--- config.mk ---
export PLATFORM = sky130hd
export DESIGN_NAME = pl1_fetch
export DESIGN_NICKNAME = d
export VERILOG_FILES = /design/src/rtl/pl1_fetch_pkg.sv /design/src/rtl/pl1_fetch_fifo.sv /design/src/rtl/pl1_fetch.sv
export SDC_FILE = /design/constraint.sdc
export NUM_CORES = 1
export LEC_CHECK = 0
export ABC_AREA = 1
export BUFFER_PORTS_ARGS = -buffer_cell sky130_fd_sc_hd__buf_2
export CAP_MARGIN = 10
export CORE_ASPECT_RATIO = 1.75
export CORE_MARGIN = 2
export CORE_UTILIZATION = 55
export CTS_CLUSTER_SIZE = 30
export DETAILED_ROUTE_END_ITERATION = 7
export GPL_TIMING_DRIVEN = 0
export PLACE_DENSITY = 0.84
export SLEW_MARGIN = 20
export SYNTH_ARGS = -nofsm -noshare
export SYNTH_HDL_FRONTEND = slang
export SYNTH_SLANG_ARGS = --single-unit
--- constraint.sdc ---
create_clock -name i_clk -period 5.7 [get_ports i_clk]
set_clock_uncertainty 0.15 [all_clocks]
set_input_delay 0.57 -clock i_clk [delete_from_list [all_inputs] [get_ports i_clk]]
set_output_delay 0.57 -clock i_clk [all_outputs]
set_load 0.01 [all_outputs]
--- src/rtl/pl1_fetch_pkg.sv ---
// Shared types for the pl1 decoupled fetch stage.
// Instruction words, PC payloads and fetch control states.
package pl1_fetch_pkg;

  typedef logic [31:0] instr_t;
  typedef logic [31:0] instr_val_t;

  localparam instr_t INSTR_NOP = 32'h0000_0013;

  typedef enum logic [0:0] {
    RUN   = 1'b0,
    FLUSH = 1'b1
  } fetch_state_e;

endpackage

--- src/rtl/pl1_fetch_fifo.sv ---
// Prefetch queue for pl1_fetch.
// Wrap-around pointers carry an extra MSB to tell full from empty.
module pl1_fetch_fifo #(
  parameter int DEPTH = 4,
  parameter int W     = 64
) (
  input  logic                     i_clk,
  input  logic                     i_rst,
  input  logic                     i_push,
  input  logic [W-1:0]             i_data,
  input  logic                     i_pop,
  input  logic                     i_flush,
  output logic [W-1:0]             o_data,
  output logic                     o_full,
  output logic                     o_empty,
  output logic [$clog2(DEPTH):0]   o_count
);

  localparam int AW = $clog2(DEPTH);

  logic [W-1:0]  mem_q [DEPTH];
  logic [AW:0]   wptr_q;
  logic [AW:0]   rptr_q;
  logic          do_push;
  logic          do_pop;

  assign o_count = wptr_q - rptr_q;
  assign o_empty = (wptr_q == rptr_q);
  assign o_full  = (wptr_q[AW] != rptr_q[AW]) &&
                   (wptr_q[AW-1:0] == rptr_q[AW-1:0]);
  assign do_pop  = i_pop && !o_empty;
  // A full queue still accepts a push when the head leaves in the same cycle.
  assign do_push = i_push && (!o_full || do_pop);
  assign o_data  = mem_q[rptr_q[AW-1:0]];

  always_ff @(posedge i_clk or posedge i_rst) begin
    if (i_rst) begin
      wptr_q <= '0;
      rptr_q <= '0;
    end else if (i_flush) begin
      wptr_q <= '0;
      rptr_q <= '0;
    end else begin
      if (do_push) wptr_q <= wptr_q + (AW+1)'(1);
      if (do_pop)  rptr_q <= rptr_q + (AW+1)'(1);
    end
  end

  always_ff @(posedge i_clk) begin
    if (do_push && !i_flush) mem_q[wptr_q[AW-1:0]] <= i_data;
  end

  a_no_overflow: assert property (
    @(posedge i_clk) disable iff (i_rst)
      !(i_push && !i_flush && o_full && !do_pop)
  );

endmodule

--- src/rtl/pl1_fetch.sv ---
// pl1 decoupled fetch stage: credit-based prefetch into a small queue,
// valid/ready hand-off to decode, redirects flush and restart fetch.
module pl1_fetch
  import pl1_fetch_pkg::*;
#(
  parameter int              XLEN     = 32,
  parameter int              DEPTH    = 4,
  parameter logic [XLEN-1:0] RESET_PC = '0
) (
  input  logic                     i_clk,
  input  logic                     i_rst,
  output logic                     o_imem_req,
  output logic [XLEN-1:0]          o_imem_addr,
  input  logic [31:0]              i_imem_rdata,
  output logic                     o_instr_valid,
  output logic [31:0]              o_instr,
  output logic [XLEN-1:0]          o_instr_pc,
  input  logic                     i_instr_ready,
  input  logic                     i_redirect_valid,
  input  logic [XLEN-1:0]          i_redirect_pc,
  output logic                     o_misalign,
  output logic [$clog2(DEPTH):0]   o_occupancy
);

  localparam int CW = $clog2(DEPTH) + 1;

  fetch_state_e     state_q, state_d;
  logic [XLEN-1:0]  pc_q, pc_d;
  logic [XLEN-1:0]  ifl_pc_q;
  logic             ifl_q;
  logic             mis_q;
  logic [CW-1:0]    occ;
  logic [CW:0]      used;
  logic             full, empty;
  logic             req, push, pop, kill;
  logic [31+XLEN:0] head;

  // Credits count queue entries plus the response still on its way.
  assign used = {1'b0, occ} + {{CW{1'b0}}, ifl_q};
  assign req  = !i_rst && !i_redirect_valid && !full &&
                (used < (CW+1)'(DEPTH));
  assign kill = (state_q == FLUSH);
  assign push = ifl_q && !kill;
  assign pop  = !empty && i_instr_ready;

  always_comb begin
    state_d = i_redirect_valid ? FLUSH : RUN;
    pc_d    = pc_q;
    unique case (1'b1)
      i_redirect_valid: pc_d = {i_redirect_pc[XLEN-1:2], 2'b00};
      req:              pc_d = pc_q + XLEN'(4);
      default:          pc_d = pc_q;
    endcase
  end

  always_ff @(posedge i_clk or posedge i_rst) begin
    if (i_rst) begin
      state_q  <= RUN;
      pc_q     <= RESET_PC;
      ifl_q    <= 1'b0;
      ifl_pc_q <= '0;
      mis_q    <= 1'b0;
    end else begin
      state_q  <= state_d;
      pc_q     <= pc_d;
      ifl_q    <= req;
      if (req) ifl_pc_q <= pc_q;
      mis_q    <= i_redirect_valid && (i_redirect_pc[1:0] != 2'b00);
    end
  end

  pl1_fetch_fifo #(
    .DEPTH (DEPTH),
    .W     (32 + XLEN)
  ) u_fifo (
    .i_clk   (i_clk),
    .i_rst   (i_rst),
    .i_push  (push),
    .i_data  ({i_imem_rdata, ifl_pc_q}),
    .i_pop   (pop),
    .i_flush (i_redirect_valid),
    .o_data  (head),
    .o_full  (full),
    .o_empty (empty),
    .o_count (occ)
  );

  assign o_imem_req    = req;
  assign o_imem_addr   = pc_q;
  assign o_instr_valid = !empty;
  assign o_instr       = empty ? INSTR_NOP : head[31+XLEN:XLEN];
  assign o_instr_pc    = empty ? '0 : head[XLEN-1:0];
  assign o_misalign    = mis_q;
  assign o_occupancy   = occ;

endmodule
-- Word-level counts from Yosys, hierarchy flattened
Memory sizes are Yosys's and may differ from the RTL's.
Index checks and enable logic that the tools add are counted.
- flip-flop bits (word level): 73
- RAM bits: 256
- bits of input ports: 68
- output and inout port bits: 102
- word-level logic and storage cells: 47
- memories: 1
- add/sub/neg operators: 5
- order comparisons: 1
- equality and inequality tests: 3
- muxes and demuxes: 10
- reduce and logical (&&, ||, !) cells: 20
- memory list (name ; words ; bits a word ; rd ports ; clocked after Yosys merged registers in ; wr ports ; RTL line ; source):
    u_fifo.mem_q ; 4 ; 64 ; 1 ; 0 ; 1 ; pl1_fetch_fifo.sv:21 ; logic [W-1:0] mem_q [DEPTH];
- operator list (operator ; count):
    32-bit two-way mux ; 2
    32-bit case mux with 2 select lines ; 1
    32-bit by 3-bit adder with 32-bit output (second input constant) ; 1
    3-bit two-way mux ; 4
    1-bit logical AND ; 10
    2-bit nonzero test ; 4
    3-bit by 1-bit adder with 3-bit output (second input constant) ; 2
    1-bit logical NOT ; 5
    3-bit by 1-bit adder with 4-bit output ; 1
    4-bit by 3-bit < comparator with 1-bit output (second input constant) ; 1
    3-bit equality test ; 1
    1-bit two-way mux ; 3
    3-bit subtractor ; 1
    2-bit equality test ; 1
    1-bit logical OR ; 1
    1-bit != test ; 1

-- Longest topological paths before layout
- depth in word-level cells: 9
- mapped depth: 14
- depth with buffers taken out: 12

-- Hierarchy
Synthesis repeated with hierarchy kept, for this count alone.
- cells, all modules: 1316
- area, all modules: 13959.6 µm²
- by module, submodules not included (module ; instances ; cells an instance ; area an instance (µm²) ; sequential area each (µm²)):
    pl1_fetch_fifo ; 1 ; 686 ; 9990.8 ; 7837.5
    pl1_fetch ; 1 ; 630 ; 3968.8 ; 1576.5

-- Worst setup path before layout
Ideal clock, no wire load.
- path type: register -> register
- from: register u_fifo.rptr_q[1]
- to: memory u_fifo.mem_q[0][10] (enable)
- setup time: 0.482 ns
- arrival time: 4.342 ns
- data required time: 5.068 ns
- path slack: 0.726 ns
- stages on the path, launching flop included: 12
- path buffers: 2
- period minus slack after synthesis: 4.974 ns
- cells stage by stage: dfrtp_1 -> clkbuf_1 -> inv_2 -> clkbuf_1 -> ha_1 -> nand2_1 -> inv_1 -> nand3b_1 -> nand3_1 -> inv_1 -> nand2_1 -> nor2_1
- longest elaborated chain between the ends: 9
- ends and longest elaborated chain (item ; RTL line ; source):
    start: declaration ; pl1_fetch_fifo.sv:23 ; logic [AW:0] rptr_q;
    start signal: assignment ; pl1_fetch_fifo.sv:45 ; if (do_pop) rptr_q <= rptr_q + (AW+1)'(1);
    3-bit equality test ; pl1_fetch_fifo.sv:28 ; assign o_empty = (wptr_q == rptr_q);
    1-bit logical NOT ; pl1_fetch_fifo.sv:31, pl1_fetch.sv:44 ;
    1-bit logical AND ; pl1_fetch.sv:44 ; assign pop = !empty && i_instr_ready;
    1-bit logical AND ; pl1_fetch_fifo.sv:31 ; assign do_pop = i_pop && !o_empty;
    1-bit logical OR (*) ; pl1_fetch_fifo.sv:33 ; assign do_push = i_push && (!o_full || do_pop);
    1-bit logical AND (*) ; pl1_fetch_fifo.sv:33 ;
    1-bit logical AND (*) ; pl1_fetch_fifo.sv:50 ; if (do_push && !i_flush) mem_q[wptr_q[AW-1:0]] <= i_data;
    1-bit two-way mux (*) ; pl1_fetch_fifo.sv:50 ;
    1-bit two-way mux (implied by the code) (*) ; pl1_fetch_fifo.sv:50 ;
    end: declaration ; pl1_fetch_fifo.sv:21 ;
Every way passes the cells marked *; elsewhere a longest branch is shown, timed or not.

-- Final worst setup path
- from: register u_fifo.rptr_q[1]
- to: output o_instr_pc[23]
- longest elaborated chain between the ends: 2
- ends and longest elaborated chain (item ; RTL line ; source):
    memory 4 x 64 bit or 3-bit equality test (tied branches) ; - ;
    32-bit two-way mux (*) ; pl1_fetch.sv:92 ; assign o_instr_pc = empty ? '0 : head[XLEN-1:0];
    end: declaration ; pl1_fetch.sv:17 ; output logic [XLEN-1:0] o_instr_pc,
Marked as above.

==> metrics.cfg <==
[status]
status=completed

[power]
p_int_mw=4.006
power.density_nw_per_um2=346.4
cellLeakagePower_nw=6.395
clkPwrFrac_pct=34.3
p_sw_mw=1.511
swShare_pct=27.39
combPwrFrac_pct=14.2
seqPwrFrac_pct=51.5
ir_drop_mv=0.2264

[setup_path]
cpPeakStageDelay_ps=530
crit_path_end=o_instr_pc[23]
path_buf_inv=8
startpoint=u_fifo.rptr_q[1]$_DFFE_PP0P_
worstSetupPathType=flop to output pin
crit_fanout=10
crit_required_ps=4980
worstReg2RegStart=u_fifo.rptr_q[1]$_DFFE_PP0P_
start_kind=flop
reg2reg_depth=13
reg2reg_slack_ps=1710
cp_common_cell=buf_2
cp_slowest_cell=clkbuf_1
cp_cell_sequence=clkbuf_1, inv_2, clkbuf_1, ha_1, nand2_1, inv_1, nand2_1, inv_1, buf_2, buf_2, a21oi_1, buf_2
crit_path_end_kind=output pin
path_depth=12
path_delay_family=buffers and inverters
rr_endpoint=u_fifo.mem_q[0][50]$_DFFE_PP_
cp.arrival_ps=3950

[clock_network]
clock_latency_ps=540
cts_setup_buffers=0
cts_made_buffers=26
clock_tree.root_cell=clkbuf_16
clk_path_buf_depth=3
cts_tree=yes
cts_num_sinks=317
htree_num_levels=1
clk_pin_slew_ps=70
post_cts_resized=0

[sta]
tightest_slew_ps=723.4
post-route-period-util_pct=81.97
rsz0062_at_grt=false
slew_headroom_pct=51.77
slew_violations=0
setup_violations=0
hold_viol=0
clock.fmax_mhz=214.0
min_period_ps=4672
whs_ps=92.67

[detailed_routing]
wire_per_inst_um=19.33
drc=0
routed-via-count=10161
drt_first_iter_violations=905
wirelength_um=34900
ant_nets=0
drt-pass1-iter-count=7
avgViaCountPerCell=5.626

[floorplanning]
initial_core_util_pct=56.05
ioPinCount=170
core_sq_um=23930
rows=75
die_x_um=122.1
die_area_sq_um=25700
die_height_um=210.6

[yosys]
synth.avg_cell_area_sq_um=10.58
synth_edf_count=248
synth_area_leaders=edfxtp_1 (56%), dfrtp_1 (13%), nor2_1 (9.2%)
ys_warn_count=0
synth_cell_types=32
async_flop_share_pct=21.77
yosysTopAreaCell=edfxtp_1
seq_area_frac_synth_pct=68.40
synth_seq_cells=317
synth_flop_cell=edfxtp_1
synth.top_cells.by_count=nor2_1 (329), edfxtp_1 (248), o21ai_0 (156), nand2_1 (149), a21oi_1 (72)
synth_most_common_cell=nor2_1
synth_top_area_share_pct=55.52
postSynthCellCount=1268
syn_area_sq_um=13410

[global_routing]
grt_use_total_pct=27.27
grt_max_degree=59
antenna_found_initial=1
grt_pass1_wl_um=53390
grt_pass1_vias=10271
grt_overflow=0

[cells_and_area]
drive_gt1_share_pct=17.70
syn_to_final_growth_pct=18.74
nNetsFinal=1555
fin_cells=1806

[min_path]
hold_class=input pin to flop

[place]
port_buffers=165
routabilityCongestion=0.8597
hpwl_um=23750
dp.cells=1757

[run]
cap_violations=0

==> registers in the layout, summed over array words and instances (netlist names) <==
name and cells:
kill 1, o_imem_addr 30, ifl_q 1, u_fifo.mem_q 248, o_misalign 1, ifl_pc_q 30, u_fifo.wptr_q 3, u_fifo.rptr_q 3
==> power groups by stage <==
| stage | clock [mW] | combinational [mW] | sequential, mW |
|---|---|---|---|
| global route | 1.98 | 0.872 | 2.86 |
| detailed placement | 0 | 0.774 | 2.88 |
| global placement | 0 | 0.743 | 2.87 |
| CTS | 1.90 | 0.784 | 2.84 |
| finish | 1.89 | 0.785 | 2.84 |
| floorplan | 0 | 0.441 | 2.85 |
==> worst min path at each step <==
stage | from | end | slack, ps | depth (start not counted)
final | i_redirect_pc[0] | o_misalign$_DFF_PP0_ | 90 | 3
after global routing | i_imem_rdata[4] | u_fifo.mem_q[1][36]$_DFFE_PP_ | 80 | 1
after CTS | i_imem_rdata[1] | u_fifo.mem_q[3][33]$_DFFE_PP_ | 70 | 1
after detailed placement | i_rst | ifl_pc_q[6]$_DFFE_PP0P_ | 350 | 2
after global placement | ifl_pc_q[12]$_DFFE_PP0P_ | u_fifo.mem_q[2][12]$_DFFE_PP_ | 340 | 0
after floorplan | ifl_pc_q[10]$_DFFE_PP0P_ | u_fifo.mem_q[0][10]$_DFFE_PP_ | 330 | 0
==> metal layers <==
metal | up-vias | share of wire (%) | wire length (um) | track usage [%]
li1 | 4719 | - | - | -
met1 | 4855 | 34 | 12010 | 30.25
met2 | 479 | 54 | 19010 | 49.93
met3 | 108 | 6.2 | 2155 | 3.247
met4 | 0 | 5.0 | 1730 | 14.94
met5 | - | 0 | 0 | 0
==> cell families after synthesis <==
logic type,share of synthesized area (%)
flops,68.40
other cells,0.02796
fa+ha+maj,0.8956
buf+inv,4.272
xor+xnor,0.7183
compound gates,9.543
simple gates,16.15
==> final cells by class <==
type                       instances  area (sq um)
timing repair buffer             179          1179
multi-input combinational        817          3707
antenna                            1         2.502
fill                            1765          8003
inverter                          69         261.5
clock buffer                      30         686.9
buffer                            68         314.1
tap                              308         385.4
sequential                       317          9174
clock inverter                    17         216.5
==> cell usage in the layout (no fill, tap or decap), types with 4 or more instances in the layout <==
| cell | synthesis | final |
|---|---|---|
| buf_4 | 8 | 8 |
| o21a_1 | 6 | 6 |
| o211ai_1 | 4 | 4 |
| buf_16 | 0 | 11 |
| bufinv_16 | 0 | 4 |
| conb_1 | 1 | 4 |
| a21oi_1 | 72 | 72 |
| o22ai_1 | 4 | 4 |
| inv_1 | 66 | 65 |
| edfxtp_1 | 248 | 248 |
| xor2_1 | 9 | 9 |
| dfrtp_1 | 69 | 69 |
| nand2_1 | 149 | 149 |
| ha_1 | 8 | 8 |
| nor2_4 | 1 | 5 |
| nor2_1 | 329 | 325 |
| clkbuf_1 | 42 | 45 |
| clkbuf_16 | 0 | 27 |
| nand3_1 | 45 | 45 |
| nand4_1 | 8 | 8 |
| buf_2 | 17 | 182 |
| o21ai_0 | 156 | 156 |
==> worst register-to-register path, stage by stage (launching register included) <==
cell	delay, ps
dfrtp_1	410
clkbuf_1	530
inv_2	260
clkbuf_1	320
ha_1	370
nand2_1	60
inv_1	60
nand3b_1	80
nand3_1	150
inv_1	130
nand2_1	240
nor2_4	510
buf_16	230
buf_16	190
==> stage by stage <==
step	utilization (%)	power (mW)	setup WS (ps)	setup TNS (ps)	instance area, sq um
final	66.56	5.518	1028	0	15930
after global routing	66.56	5.704	740.9	0	15930
after CTS	66.55	5.522	949.8	0	15920
after detailed placement	62.73	3.657	1520	0	15010
after global placement	61.16	3.614	-1905	-462960	14640
after floorplan	-	3.292	725.8	0	13420
==> repair_timing <==
item / in CTS / in global routing
setup endpoints to repair: 0 / 0
hold buffers: 1 / 0
hold endpoints to repair: 12 / 0
Power figures use the tool's default switching activity.
